--- src/rtl/pipeline_hazard_ctrl_if.sv ---
// Signal bundle between the 5-stage pipeline datapath and its hazard/sequencing controller.
// The master modport is the datapath side; the slave modport is the controller side.
interface pipeline_hazard_ctrl_if #(
  parameter int CNT_W = 32
);
  logic [4:0]       ID_Rn;
  logic [4:0]       ID_Rm;
  logic             ID_useRn;
  logic             ID_useRm;
  logic             ID_BrTaken;
  logic [4:0]       EX_Rd;
  logic             EX_MemRead;
  logic             MEM_MemRead;
  logic             MEM_MemWrite;
  logic             dmem_ack;
  logic             dmem_req;
  logic             pc_we;
  logic             IFID_we;
  logic             IFID_flush;
  logic             IDEX_bubble;
  logic             EXMEM_we;
  logic             MEMWB_we;
  logic             timeout_err;
  logic [CNT_W-1:0] stall_cycles;
  logic [CNT_W-1:0] flush_count;
  logic [1:0]       dbg_state;

  modport master (
    output ID_Rn, ID_Rm, ID_useRn, ID_useRm, ID_BrTaken,
    output EX_Rd, EX_MemRead, MEM_MemRead, MEM_MemWrite, dmem_ack,
    input  dmem_req, pc_we, IFID_we, IFID_flush, IDEX_bubble, EXMEM_we, MEMWB_we,
    input  timeout_err, stall_cycles, flush_count, dbg_state
  );

  modport slave (
    input  ID_Rn, ID_Rm, ID_useRn, ID_useRm, ID_BrTaken,
    input  EX_Rd, EX_MemRead, MEM_MemRead, MEM_MemWrite, dmem_ack,
    output dmem_req, pc_we, IFID_we, IFID_flush, IDEX_bubble, EXMEM_we, MEMWB_we,
    output timeout_err, stall_cycles, flush_count, dbg_state
  );
endinterface

--- src/rtl/pipeline_hazard_ctrl.sv ---
// Load-use bubble, taken-branch flush and data-memory freeze/timeout controller for the
// 5-stage pipeline, with saturating stall and flush counters. dbg_state: 0 RUN, 1 MEM_WAIT, 2 ERR.
module pipeline_hazard_ctrl #(
  parameter int MEM_TIMEOUT = 64,
  parameter int CNT_W       = 32
) (
  input  logic                  clk,
  input  logic                  reset,
  pipeline_hazard_ctrl_if.slave bus
);

  localparam int WCNT_W = (MEM_TIMEOUT < 2) ? 1 : $clog2(MEM_TIMEOUT + 1);

  typedef enum logic [1:0] {
    ST_RUN      = 2'd0,
    ST_MEM_WAIT = 2'd1,
    ST_ERR      = 2'd2
  } state_t;

  state_t            state_q, state_d;
  logic [WCNT_W-1:0] wcnt_q, wcnt_d;
  logic [CNT_W-1:0]  stall_q, stall_d;
  logic [CNT_W-1:0]  flush_q, flush_d;

  logic mem_op;
  logic lu;
  logic dmem_req_c, pc_we_c, ifid_we_c, ifid_flush_c, idex_bubble_c;
  logic exmem_we_c, memwb_we_c, timeout_err_c;

  assign mem_op = bus.MEM_MemRead | bus.MEM_MemWrite;

  // XZR as a load destination never produces a hazard.
  assign lu = bus.EX_MemRead && (bus.EX_Rd != 5'd31) &&
              ((bus.ID_useRn && (bus.EX_Rd == bus.ID_Rn)) ||
               (bus.ID_useRm && (bus.EX_Rd == bus.ID_Rm)));

  always_comb begin
    state_d       = state_q;
    wcnt_d        = wcnt_q;
    dmem_req_c    = 1'b0;
    pc_we_c       = 1'b0;
    ifid_we_c     = 1'b0;
    ifid_flush_c  = 1'b0;
    idex_bubble_c = 1'b0;
    exmem_we_c    = 1'b0;
    memwb_we_c    = 1'b0;
    timeout_err_c = 1'b0;

    unique case (state_q)
      ST_RUN: begin
        dmem_req_c = mem_op;
        if (mem_op && !bus.dmem_ack) begin
          state_d = ST_MEM_WAIT;
          wcnt_d  = WCNT_W'(1);
        end else if (lu) begin
          // Branch operand is not valid yet, so a taken branch waits for the bubble.
          idex_bubble_c = 1'b1;
          exmem_we_c    = 1'b1;
          memwb_we_c    = 1'b1;
        end else begin
          pc_we_c      = 1'b1;
          ifid_we_c    = 1'b1;
          exmem_we_c   = 1'b1;
          memwb_we_c   = 1'b1;
          ifid_flush_c = bus.ID_BrTaken;
        end
      end

      ST_MEM_WAIT: begin
        dmem_req_c = 1'b1;
        if (bus.dmem_ack) begin
          // Release cycle: the hazard checks run as in RUN; ack beats the timeout.
          state_d    = ST_RUN;
          exmem_we_c = 1'b1;
          memwb_we_c = 1'b1;
          if (lu) begin
            idex_bubble_c = 1'b1;
          end else begin
            pc_we_c      = 1'b1;
            ifid_we_c    = 1'b1;
            ifid_flush_c = bus.ID_BrTaken;
          end
        end else if (wcnt_q == WCNT_W'(MEM_TIMEOUT)) begin
          state_d = ST_ERR;
        end else begin
          wcnt_d = wcnt_q + 1'b1;
        end
      end

      ST_ERR: begin
        timeout_err_c = 1'b1;
      end

      default: begin
        state_d = ST_RUN;
      end
    endcase

    if (reset) begin
      dmem_req_c    = 1'b0;
      pc_we_c       = 1'b0;
      ifid_we_c     = 1'b0;
      ifid_flush_c  = 1'b0;
      idex_bubble_c = 1'b0;
      exmem_we_c    = 1'b0;
      memwb_we_c    = 1'b0;
      timeout_err_c = 1'b0;
    end
  end

  always_comb begin
    stall_d = stall_q;
    flush_d = flush_q;
    if (!pc_we_c && (stall_q != {CNT_W{1'b1}})) begin
      stall_d = stall_q + 1'b1;
    end
    if (ifid_flush_c && (flush_q != {CNT_W{1'b1}})) begin
      flush_d = flush_q + 1'b1;
    end
  end

  always_ff @(posedge clk or posedge reset) begin
    if (reset) begin
      state_q <= ST_RUN;
      wcnt_q  <= '0;
      stall_q <= '0;
      flush_q <= '0;
    end else begin
      state_q <= state_d;
      wcnt_q  <= wcnt_d;
      stall_q <= stall_d;
      flush_q <= flush_d;
    end
  end

  assign bus.dmem_req     = dmem_req_c;
  assign bus.pc_we        = pc_we_c;
  assign bus.IFID_we      = ifid_we_c;
  assign bus.IFID_flush   = ifid_flush_c;
  assign bus.IDEX_bubble  = idex_bubble_c;
  assign bus.EXMEM_we     = exmem_we_c;
  assign bus.MEMWB_we     = memwb_we_c;
  assign bus.timeout_err  = timeout_err_c;
  assign bus.stall_cycles = stall_q;
  assign bus.flush_count  = flush_q;
  assign bus.dbg_state    = state_q;

endmodule

--- src/flat_wrapper.sv ---
// flat-port wrapper written by rule: the top's interface ports become plain ports
module pipeline_hazard_ctrl_flat 
#(
  parameter int MEM_TIMEOUT = 64,
  parameter int CNT_W       = 32
)
  (clk, reset, bus_ID_Rn, bus_ID_Rm, bus_ID_useRn, bus_ID_useRm, bus_ID_BrTaken, bus_EX_Rd, bus_EX_MemRead, bus_MEM_MemRead, bus_MEM_MemWrite, bus_dmem_ack, bus_dmem_req, bus_pc_we, bus_IFID_we, bus_IFID_flush, bus_IDEX_bubble, bus_EXMEM_we, bus_MEMWB_we, bus_timeout_err, bus_stall_cycles, bus_flush_count, bus_dbg_state);
  pipeline_hazard_ctrl_if #(.CNT_W(CNT_W)) bus_i ();
  input  logic clk;
  input  logic reset;
  input wire logic [$bits(bus_i.ID_Rn)-1:0] bus_ID_Rn;
  input wire logic [$bits(bus_i.ID_Rm)-1:0] bus_ID_Rm;
  input wire logic [$bits(bus_i.ID_useRn)-1:0] bus_ID_useRn;
  input wire logic [$bits(bus_i.ID_useRm)-1:0] bus_ID_useRm;
  input wire logic [$bits(bus_i.ID_BrTaken)-1:0] bus_ID_BrTaken;
  input wire logic [$bits(bus_i.EX_Rd)-1:0] bus_EX_Rd;
  input wire logic [$bits(bus_i.EX_MemRead)-1:0] bus_EX_MemRead;
  input wire logic [$bits(bus_i.MEM_MemRead)-1:0] bus_MEM_MemRead;
  input wire logic [$bits(bus_i.MEM_MemWrite)-1:0] bus_MEM_MemWrite;
  input wire logic [$bits(bus_i.dmem_ack)-1:0] bus_dmem_ack;
  output wire logic [$bits(bus_i.dmem_req)-1:0] bus_dmem_req;
  output wire logic [$bits(bus_i.pc_we)-1:0] bus_pc_we;
  output wire logic [$bits(bus_i.IFID_we)-1:0] bus_IFID_we;
  output wire logic [$bits(bus_i.IFID_flush)-1:0] bus_IFID_flush;
  output wire logic [$bits(bus_i.IDEX_bubble)-1:0] bus_IDEX_bubble;
  output wire logic [$bits(bus_i.EXMEM_we)-1:0] bus_EXMEM_we;
  output wire logic [$bits(bus_i.MEMWB_we)-1:0] bus_MEMWB_we;
  output wire logic [$bits(bus_i.timeout_err)-1:0] bus_timeout_err;
  output wire logic [$bits(bus_i.stall_cycles)-1:0] bus_stall_cycles;
  output wire logic [$bits(bus_i.flush_count)-1:0] bus_flush_count;
  output wire logic [$bits(bus_i.dbg_state)-1:0] bus_dbg_state;
  assign bus_i.ID_Rn = bus_ID_Rn;
  assign bus_i.ID_Rm = bus_ID_Rm;
  assign bus_i.ID_useRn = bus_ID_useRn;
  assign bus_i.ID_useRm = bus_ID_useRm;
  assign bus_i.ID_BrTaken = bus_ID_BrTaken;
  assign bus_i.EX_Rd = bus_EX_Rd;
  assign bus_i.EX_MemRead = bus_EX_MemRead;
  assign bus_i.MEM_MemRead = bus_MEM_MemRead;
  assign bus_i.MEM_MemWrite = bus_MEM_MemWrite;
  assign bus_i.dmem_ack = bus_dmem_ack;
  assign bus_dmem_req = bus_i.dmem_req;
  assign bus_pc_we = bus_i.pc_we;
  assign bus_IFID_we = bus_i.IFID_we;
  assign bus_IFID_flush = bus_i.IFID_flush;
  assign bus_IDEX_bubble = bus_i.IDEX_bubble;
  assign bus_EXMEM_we = bus_i.EXMEM_we;
  assign bus_MEMWB_we = bus_i.MEMWB_we;
  assign bus_timeout_err = bus_i.timeout_err;
  assign bus_stall_cycles = bus_i.stall_cycles;
  assign bus_flush_count = bus_i.flush_count;
  assign bus_dbg_state = bus_i.dbg_state;
  pipeline_hazard_ctrl #(.MEM_TIMEOUT(MEM_TIMEOUT), .CNT_W(CNT_W)) u_core (.clk(clk), .reset(reset), .bus(bus_i));
endmodule
--- config.mk ---
export PLATFORM = sky130hd
export DESIGN_NAME = pipeline_hazard_ctrl_flat
export DESIGN_NICKNAME = d
export VERILOG_FILES = /design/src/rtl/pipeline_hazard_ctrl_if.sv /design/src/rtl/pipeline_hazard_ctrl.sv /design/src/flat_wrapper.sv
export SDC_FILE = /design/constraint.sdc
export NUM_CORES = 1
export LEC_CHECK = 0
export CAP_MARGIN = 20
export CELL_PAD_IN_SITES_DETAIL_PLACEMENT = 2
export CELL_PAD_IN_SITES_GLOBAL_PLACEMENT = 2
export CORE_MARGIN = 2
export CORE_UTILIZATION = 30
export DETAILED_ROUTE_END_ITERATION = 16
export PLACE_DENSITY_LB_ADDON = 0.1
export SYNTH_ARGS = -nofsm -noshare
export SYNTH_HDL_FRONTEND = slang
export SYNTH_SLANG_ARGS = --single-unit
--- constraint.sdc ---
create_clock -name clk -period 3.65 [get_ports clk]
set_input_delay 1.095 -clock clk [delete_from_list [all_inputs] [get_ports clk]]
set_output_delay 1.095 -clock clk [all_outputs]
set_load 0.005 [all_outputs]
==> run metrics <==
first-pass GRT wire length roughly 20,000 µm; final hold vios 0; Synth Cell Area 3837 µm²; drt first-iter violations about 120; crit path max fanout 3; overall routed net length between 10,000 and 15,000 µm; Mean Syn Cell Area between 10 and 15 µm²; Synth async-reset ratio 1.000; Die X-Extent about 120 µm; worst-margin pin slew 770.0 ps; R2R Setup Slk between 1000 and 1500 ps; DRT antenna net count 0; initial core utilization 0.3053; Overflow after GRT 0; Sum Neg Setup Slack 0 ps; Synth Instances approximately 370; hold_sp u_core.bus.flush_count[25]$_DFFE_PP0P_; drt pass-1 iters 4; vias in the first global route between 3,000 and 4,000; Final period util 0.9818; largest net degree at the start of global routing between 50 and 60; leakage around 2.3 nW; max_cap viols 0; Final Hold Slack approximately 490 ps; clock tree from TritonCTS done; count of cell types in the netlist 47; Net Sw Frac 0.3041; Clock Skews roughly 6.2 ps; Main synth FF type dfrtp_1; most frequent cells after synthesis 73 x dfrtp_1, 43 x xnor2_1, 32 x nand3_1, 32 x xor2_1, 29 x nand2_1; Hold Path Sink u_core.bus.flush_count[25]$_DFFE_PP0P_; CTS Buf Count 9; total power 2.514 mW; Inst Count DP 647; DR vias/cell between 4 and 5; Post-Syn Nets around 400; share of cells above drive strength 1 0.1443; IO Pins a little under 100; Synth top area share 0.4760; CTS root buf clkbuf_16; # H-tree levels 3; total core area roughly 13,000 µm²; Internal 1.749 mW; Max clock buf depth 2; Flop pwr share 0.444; Synth Register Bits between 70 and 80; unrepaired setup endpoints after global routing no; CP Capture Type output port; worst reg2reg path startpoint u_core.bus.flush_count[0]$_DFFE_PP0P_; Post-DP HPWL roughly 8300 µm; Slew Limit Fails 0; Worst EP arrival about 2500 ps; Max Fclk about 280 MHz; antenna violations before repair 0; worst min-delay path class reg -> reg; setup violators final 0; Worst EP required approximately 2600 ps; Finished Core Util 0.4333; Worst VDD drop approximately 230 µV; most numerous cell in the Yosys netlist dfrtp_1; sequential-to-total area share from yosys stat 0.4760; pwr/cell area about 460 nW/µm²; # DRC 0; Clock Sinks 73; CTS clk-pin slew, worst paths about 50 ps; routability cong. between 0.7 and 0.8; # diodes 0; Via Count around 3,300; switching power approximately 0.76 mW; Setup crit start kind input port; Crit Reg-Reg Endpoint u_core.bus.flush_count[13]$_DFFE_PP0P_; wire per inst approximately 17 µm; status completed; YS warnings 0; number of synthesized flops with an enable pin 0; Rows 41; area grow syn2layout 41.90%; Setup Crit Path Kind in -> out; Nets ~520; worst-case reg-to-reg path depth 8; Die H 117.1 µm; port bufs between 90 and 100; die area approximately 14,000 µm²; share of total power in combinational logic 0.245; Final min period around 3600 ps; ranking of synthesized cells by area dfrtp_1 48%, xnor2_1 9.8%, xor2_1 7.3%, nand3_1 4.2%, nor3_1 3.3%; hold depth 1; Clk pwr share 0.311; GRT Util Overall 0.1873; Slew headroom 0.4796; non-filler instance count after layout 671; Clk Latency, worst-skew pair 340 ps; Yosys top cell by area dfrtp_1
[area by class of cell]
type / count / area [µm²]
clock inverters: 1 / 5.005
inverters: 9 / 33.78
well taps: 172 / 215.2
clock buffers: 13 / 240.2
fillers: 1331 / 7123
flip-flops and latches: 73 / 1827
repair buffers: 128 / 1194
multi-input cells: 275 / 1931
[cell families (layout without fill, tap and decap cells)]
family                     Yosys count  in the layout  synth area share
and+or+nand+nor                    179            179            0.2608
adders and majority gates            4              4           0.01304
DFF                                 73             73            0.4760
xor gates and xnor gates            76             76            0.1754
AOI/OAI and AO/OA                   13             13           0.03293
buffers and inverters               23            151           0.03325
muxes                                3              3          0.008477
[routing by layer]
layer | GRT usage | vias up | wire (µm)
li1 | - | 1544 | -
met1 | 0.2329 | 1654 | 5154
met2 | 0.3183 | 62 | 5877
met3 | 0.05561 | 7 | 475
met4 | 0.05020 | 0 | 119
met5 | 0 | - | 0
[state kept, by name, indices dropped and copies added, names as in the netlist]
register                 count
u_core.bus.flush_count      32
u_core.bus.dbg_state         2
u_core.bus.stall_cycles     32
u_core.wcnt_q                7
[stage by stage]
| step | instance area, µm² | worst slack [ps] |
|---|---|---|
| floorplan | 3837 | 439.3 |
| global placement | 5100 | -473.4 |
| detailed placement | 5100 | -469.4 |
| CTS | 5405 | -5.300 |
| global route | 5445 | 1.094 |
| finish | 5445 | 66.54 |
[power by group through the flow]
stage	Clock, mW	Sequential [mW]	Combinational, mW
detailed placement	0	1.13	0.614
global placement	0	1.12	0.589
finish	0.781	1.12	0.617
CTS	0.811	1.12	0.625
global route	0.842	1.15	0.692
floorplan	0	1.09	0.260
[worst max path at each step]
| stage | startpoint | to | slack [ps] |
|---|---|---|---|
| after floorplan | bus_EX_Rd[0] | bus_IFID_flush | 440 |
| after global placement | bus_EX_Rd[2] | bus_IFID_flush | -470 |
| after detailed placement | bus_EX_Rd[3] | bus_IFID_flush | -470 |
| after CTS | bus_ID_Rn[2] | bus_IFID_flush | -5 |
| after global routing | bus_EX_Rd[2] | bus_IFID_flush | 1 |
| final | bus_EX_Rd[4] | bus_IFID_flush | 70 |
[critical path, cell delays in order]
cell and delay, ps:
dlygate4sd2_1 290, xnor2_2 170, nand4_1 140, o22a_2 290
buf_4 140, o211a_4 240, buf_6 120
[cell usage in the layout (no fill, tap or decap), types with 2 or more instances in the layout]
cell type,Yosys,routed
and2_1,3,3
and3_1,17,17
and4_1,4,4
and4_4,2,2
buf_4,6,30
clkbuf_1,3,4
clkbuf_16,0,9
clkbuf_2,0,3
clkdlybuf4s50_1,0,76
dfrtp_1,73,73
dlygate4sd2_1,0,13
dlymetal6s2s_1,0,3
ha_1,4,4
inv_1,8,7
inv_2,1,2
mux2_2,2,2
nand2_1,29,29
nand2b_1,2,2
nand3_1,32,32
nand4_1,18,18
nand4b_1,5,5
nor2_1,20,20
nor3_1,25,24
nor4_1,7,7
nor4_2,2,2
o21ai_0,4,3
or2_2,2,2
or3_1,2,2
xnor2_1,43,40
xnor2_2,1,4
xor2_1,32,32
[timing repair]
action	CTS	global route
gates resized for setup	25	16
setup endpoints to repair	6	9
hold buffers	0	0
pin swaps	13	12
buffers inserted	9	1
(Power assumes the default switching activity.)
